==> config.mk <==
export PLATFORM = sky130hd
export DESIGN_NAME = mem_dump
export DESIGN_NICKNAME = d
export VERILOG_FILES = /design/src/rtl/mem_dump.sv
export SDC_FILE = /design/constraint.sdc
export NUM_CORES = 1
export LEC_CHECK = 0
export BUFFER_PORTS_ARGS = -buffer_cell sky130_fd_sc_hd__buf_2
export CAP_MARGIN = 30
export CORE_MARGIN = 5
export CORE_UTILIZATION = 40
export CTS_BUF_LIST = sky130_fd_sc_hd__clkbuf_8 sky130_fd_sc_hd__clkbuf_16
export DETAILED_ROUTE_END_ITERATION = 10
export GPL_TIMING_DRIVEN = 0
export PLACE_DENSITY = 0.63
export REMOVE_ABC_BUFFERS = 1
export SLEW_MARGIN = 10
export SYNTH_ARGS = -nofsm -noshare
export SYNTH_HDL_FRONTEND = slang
export SYNTH_SLANG_ARGS = --single-unit
==> constraint.sdc <==
create_clock -name clk -period 3.75 [get_ports clk]
set_clock_uncertainty 0.2 [all_clocks]
set_input_delay 0.5625 -clock clk [delete_from_list [all_inputs] [get_ports clk]]
set_output_delay 0.5625 -clock clk [all_outputs]
set_load 0.005 [all_outputs]
==> src/rtl/mem_dump.sv <==
// Walks a synchronous data memory from base_addr for word_count words and streams
// {addr, data} over a valid/ready port. Define MEM_DUMP_CHECKSUM_EN to build the running checksum.
module mem_dump #(
  parameter int ADDR_WIDTH = 32,
  parameter int DATA_WIDTH = 32,
  parameter int CNT_WIDTH  = 16
) (
  input  logic                  clk,
  input  logic                  rst_n,
  input  logic                  start,
  input  logic [ADDR_WIDTH-1:0] base_addr,
  input  logic [CNT_WIDTH-1:0]  word_count,
  output logic                  busy,
  output logic                  done,
  output logic                  mem_rd_en,
  output logic [ADDR_WIDTH-1:0] mem_addr,
  input  logic [DATA_WIDTH-1:0] mem_rdata,
  output logic                  out_valid,
  input  logic                  out_ready,
  output logic [DATA_WIDTH-1:0] out_data,
  output logic [ADDR_WIDTH-1:0] out_addr,
  output logic [DATA_WIDTH-1:0] checksum
);

  typedef enum logic [2:0] {S_IDLE, S_ISSUE, S_WAIT, S_OUT, S_DONE} state_e;

  localparam logic [ADDR_WIDTH-1:0] ADDR_STEP = ADDR_WIDTH'(DATA_WIDTH / 8);

  state_e                state_q, state_d;
  logic [ADDR_WIDTH-1:0] addr_q, addr_d;
  logic [CNT_WIDTH-1:0]  remaining_q, remaining_d;
  logic                  busy_q, busy_d;
  logic                  done_q, done_d;
  logic                  mem_rd_en_q, mem_rd_en_d;
  logic [ADDR_WIDTH-1:0] mem_addr_q, mem_addr_d;
  logic                  out_valid_q, out_valid_d;
  logic [DATA_WIDTH-1:0] out_data_q, out_data_d;
  logic [ADDR_WIDTH-1:0] out_addr_q, out_addr_d;
  logic                  xfer;
  logic [ADDR_WIDTH-1:0] addr_next;

  assign xfer      = (state_q == S_OUT) && out_ready;
  assign addr_next = addr_q + ADDR_STEP;

  // Outputs are computed for the state being entered so they are registered yet
  // line up with it: mem_rd_en is high exactly while the FSM sits in ISSUE.
  always_comb begin
    state_d     = state_q;
    addr_d      = addr_q;
    remaining_d = remaining_q;
    done_d      = 1'b0;
    mem_rd_en_d = 1'b0;
    mem_addr_d  = mem_addr_q;
    out_valid_d = out_valid_q;
    out_data_d  = out_data_q;
    out_addr_d  = out_addr_q;
    case (state_q)
      S_IDLE: begin
        if (start) begin
          addr_d      = base_addr;
          remaining_d = word_count;
          if (word_count == '0) begin
            state_d = S_DONE;
            done_d  = 1'b1;
          end else begin
            state_d     = S_ISSUE;
            mem_rd_en_d = 1'b1;
            mem_addr_d  = base_addr;
          end
        end
      end
      S_ISSUE: state_d = S_WAIT;
      S_WAIT: begin
        out_data_d  = mem_rdata;
        out_addr_d  = addr_q;
        out_valid_d = 1'b1;
        state_d     = S_OUT;
      end
      S_OUT: begin
        if (out_ready) begin
          out_valid_d = 1'b0;
          addr_d      = addr_next;
          remaining_d = remaining_q - CNT_WIDTH'(1);
          if (remaining_q > CNT_WIDTH'(1)) begin
            state_d     = S_ISSUE;
            mem_rd_en_d = 1'b1;
            mem_addr_d  = addr_next;
          end else begin
            state_d = S_DONE;
            done_d  = 1'b1;
          end
        end
      end
      S_DONE:  state_d = S_IDLE;
      default: state_d = S_IDLE;
    endcase
    busy_d = (state_d != S_IDLE);
  end

  always_ff @(posedge clk or negedge rst_n) begin
    if (!rst_n) begin
      state_q     <= S_IDLE;
      addr_q      <= '0;
      remaining_q <= '0;
      busy_q      <= 1'b0;
      done_q      <= 1'b0;
      mem_rd_en_q <= 1'b0;
      mem_addr_q  <= '0;
      out_valid_q <= 1'b0;
      out_data_q  <= '0;
      out_addr_q  <= '0;
    end else begin
      state_q     <= state_d;
      addr_q      <= addr_d;
      remaining_q <= remaining_d;
      busy_q      <= busy_d;
      done_q      <= done_d;
      mem_rd_en_q <= mem_rd_en_d;
      mem_addr_q  <= mem_addr_d;
      out_valid_q <= out_valid_d;
      out_data_q  <= out_data_d;
      out_addr_q  <= out_addr_d;
    end
  end

  assign busy      = busy_q;
  assign done      = done_q;
  assign mem_rd_en = mem_rd_en_q;
  assign mem_addr  = mem_addr_q;
  assign out_valid = out_valid_q;
  assign out_data  = out_data_q;
  assign out_addr  = out_addr_q;

`ifdef MEM_DUMP_CHECKSUM_EN
  logic [DATA_WIDTH-1:0] checksum_q, checksum_d;

  always_comb begin
    checksum_d = checksum_q;
    if (state_q == S_IDLE && start) checksum_d = '0;
    else if (xfer)                  checksum_d = checksum_q + out_data_q;
  end

  always_ff @(posedge clk or negedge rst_n) begin
    if (!rst_n) checksum_q <= '0;
    else        checksum_q <= checksum_d;
  end

  assign checksum = checksum_q;
`else
  assign checksum = '0;
`endif

endmodule
==> impl_metrics.csv <==
group,metric,value,unit
placement,dpl_worst_slack,0.8240,ns
clock_tree,post_cts_buffers,0,
timing,worst_pin_slew,0.8578,ns
logic_synthesis,syn-instance-count,671,
logic_synthesis,synth_area_leaders,"dfrtp_1, mux2_2, mux2_4, buf_4, a21oi_1",
die,io_pins,216,
power,p_comb_share,43.8,%
critical_path,cp.required,3.85,ns
logic_synthesis,ys_warn_count,0,
drt,postRouteAntennaNets,0,
finish,diodes,0,
min_path,hp-class,"in -> reg",
critical_path,r2r_cells,5,
run_status,status,"finished clean",
timing,setup_viol,0,
global_routing,antenna_found_initial,0,
finish,seqCellArea,3779,um^2
power,leakagePower,0.004089,uW
logic_synthesis,synth_edf_count,0,
clock_tree,cts_buffer_depth,2,
drt,wl_per_cell,17.29,um
min_path,hold_path_end,"out_data[27]",
global_routing,grt_first_pass_wirelength,30630,um
timing,rsz0062_at_grt,"no",
timing,layout_worst_path_cycle_share,75.35,%
die,core,18640,um^2
clock_tree,clock-sinks,151,
power,power_density,927.1,nW/um^2
timing,slew_headroom,42.67,%
die,core.rowCount,50,
logic_synthesis,ys_seq_elements,151,
flow_run,cap_viol_max_count,0,
power,p_sw,3163,uW
global_routing,grt_pass1_vias,5704,
die,dieArea,21780,um^2
clock_tree,worstSkewPairLatency,0.42,ns
clock_tree,cts.clk_slew.worst_paths,0.07,ns
timing,hold_viol,0,
drt,drc,0,
die,die_w,147.6,um
critical_path,start_kind,"flip-flop",
drt,vias,5679,
drt,via_per_inst,5.234,
min_path,hold_start,"mem_rdata[27]",
global_routing,grt-ovfl-total,0,
finish,final_common_cell,"buf_2",
finish,fin_area,9200,um^2
power,power_switching_share,37.08,%
clock_tree,cts_tree,"built",
finish,nFillCells,1720,
logic_synthesis,synth_top_area_share,49.91,%
placement,hpwl,13480,um
power,clkPwrFrac,19.5,%
finish,finalNetCount,926,
logic_synthesis,synthFlopType,"dfrtp_1",
die,die_y,147.6,um
logic_synthesis,synth_area,7571,um^2
placement,portBuffers,183,
critical_path,crit_type,"reg -> reg",
logic_synthesis,synth_top_cell_by_area,"dfrtp_1",
finish,final_cell_mix,"buf_2, dfrtp_1, mux2_2",
logic_synthesis,synth_cell_types,56,
die,start_util,40.61,%
timing,fmax,0.3539,GHz
timing,slew_violations,0,
timing,worst_hold_slack,0.1680,ns
drt,first_pass_iters,4,
finish,drive_above_1_share,41.60,%
critical_path,timing.rr.end,"addr_q[8]",
power,p_seq_share,36.6,%
critical_path,cp-end-kind,"flip-flop",
finish,instances_no_fill,1085,
logic_synthesis,yosysSeqAreaShare,49.91,%
drt,wirelength,18760,um
drt,drt_iter0_drc,326,
global_routing,grt_max_degree,92,
critical_path,crit_fanout,26,
clock_tree,cts-root-buf,"clkbuf_16",
critical_path,critPathSlowestCell,"nor4b_2",
critical_path,cp_slowest_stage_delay,0.80,ns
critical_path,crit_path_cell_trace,"nor4b_2 > inv_1 > nand2_2 > buf_16 > mux2_2",
power,ir_worst_vdd,0.3305,mV
placement,gp_congestion,0.7909,
power,power.total,8530,uW
min_path,hold-path-cell-count,2,
global_routing,grt_use_total,17.45,%
timing,setup_ws,0.9243,ns
finish,multi_input_area,3422,um^2
critical_path,r2r-start,"state_q[0]",
timing,fin_crit,2.826,ns
finish,syn_to_final_growth,21.52,%
placement,placed_cells,1053,
clock_tree,htree_levels,4,
placement,dpl_cell_area,8623,um^2
power,intPower,5367,uW
critical_path,arrival,2.92,ns
logic_synthesis,async_flop_share,100.0,%
logic_synthesis,syn_area_per_cell,11.28,um^2
critical_path,r2r_slack,0.92,ns
clock_tree,cts_inserted_buffers,17,
## logic make-up after synthesis
family,share of synthesized area [%]
AOI/OAI and AO/OA,10.94
xor gates and xnor gates,1.388
adders and majority gates,0.4958
buffers and inverters,6.957
DFF,49.91
muxes,18.54
other,0.04953
and+or+nand+nor,11.72
## power by group through the flow
stage / clock network [uW] / logic, uW / registers (uW)
2_1_floorplan: 0 / 2440 / 3060
3_3_place_gp: 0 / 3510 / 3110
3_5_place_dp: 0 / 3800 / 3140
4_1_cts: 1720 / 3810 / 3130
5_1_grt: 1790 / 4140 / 3260
6_report: 1670 / 3740 / 3120
## critical path, delay by kind of cell (launching register included)
| family | cells | cell delay, ns |
|---|---|---|
| buffers and inverters | 2 | 0.43 |
| DFF | 1 | 0.45 |
| muxes | 1 | 0.35 |
| and+or+nand+nor | 2 | 1.26 |
## state kept, by name, indices dropped and copies added, names as in the netlist
name	count
out_data	32
mem_addr	32
addr_q	32
remaining_q	16
state_q	3
out_valid	1
mem_rd_en	1
busy	1
done	1
out_addr	32
## cells in the mapped netlist (all sizes together), types with 3 or more instances
cell type / instances
a21oi: 38
clkbuf: 20
dfrtp: 151
o21a: 4
nand2: 45
or3: 3
nor2: 45
or4: 12
buf: 58
o21ai: 31
inv: 6
xor2: 9
o211ai: 8
nor4: 8
o22ai: 7
nand4: 14
a31oi: 16
ha: 3
mux2: 113
xnor2: 3
and3: 6
o22a: 6
nor3: 6
mux2i: 3
a22oi: 3
and4: 7
nand3: 17
o31ai: 7
## worst max path at each step
stage	endpoint	from	slack (ns)	cells past startpoint
final	addr_q[8]	state_q[0]	0.92	5
after global routing	addr_q[8]	state_q[0]	0.72	5
after CTS	addr_q[8]	state_q[0]	0.91	5
after detailed placement	addr_q[12]	start	0.82	6
after global placement	out_data[4]	state_q[0]	-5.86	2
after floorplan	out_addr[0]	state_q[0]	-2.41	2
## stage by stage
stage          utilization (%)  TNS (ns)
3_3_place_gp             45.01   -616.90
3_5_place_dp             46.26         0
5_1_grt                  49.35         0
2_1_floorplan                -   -175.79
4_1_cts                  49.35         0
6_report                 49.35         0
## what timing repair did
item / 4_1_cts / 5_1_grt
gates resized for setup: 0 / 0
hold buffers: 1 / 0
endpoints found under the hold margin: 60 / 0
setup endpoints to repair: 0 / 0
## per-layer routing
| layer | share of wire [%] | track usage (%) | wire [um] | up-vias |
|---|---|---|---|---|
| met5 | 0 | 0 | 0 | - |
| met3 | 5.9 | 4.445 | 1099 | 18 |
| met2 | 47 | 27.41 | 8806 | 165 |
| met1 | 46 | 24.25 | 8639 | 2768 |
| li1 | - | - | - | 2728 |
| met4 | 1.1 | 4.473 | 211 | 0 |
## final cells by class
cell class              count  share of cell area (%)
well taps                 234                   3.182
clock inverters            14                   1.537
clock buffers              17                   4.624
repair buffers            196                   12.14
inverters                   6                  0.2448
flip-flops and latches    151                   41.07
multi-input cells         467                   37.20
No activity file was read; power rests on OpenSTA's default activity.
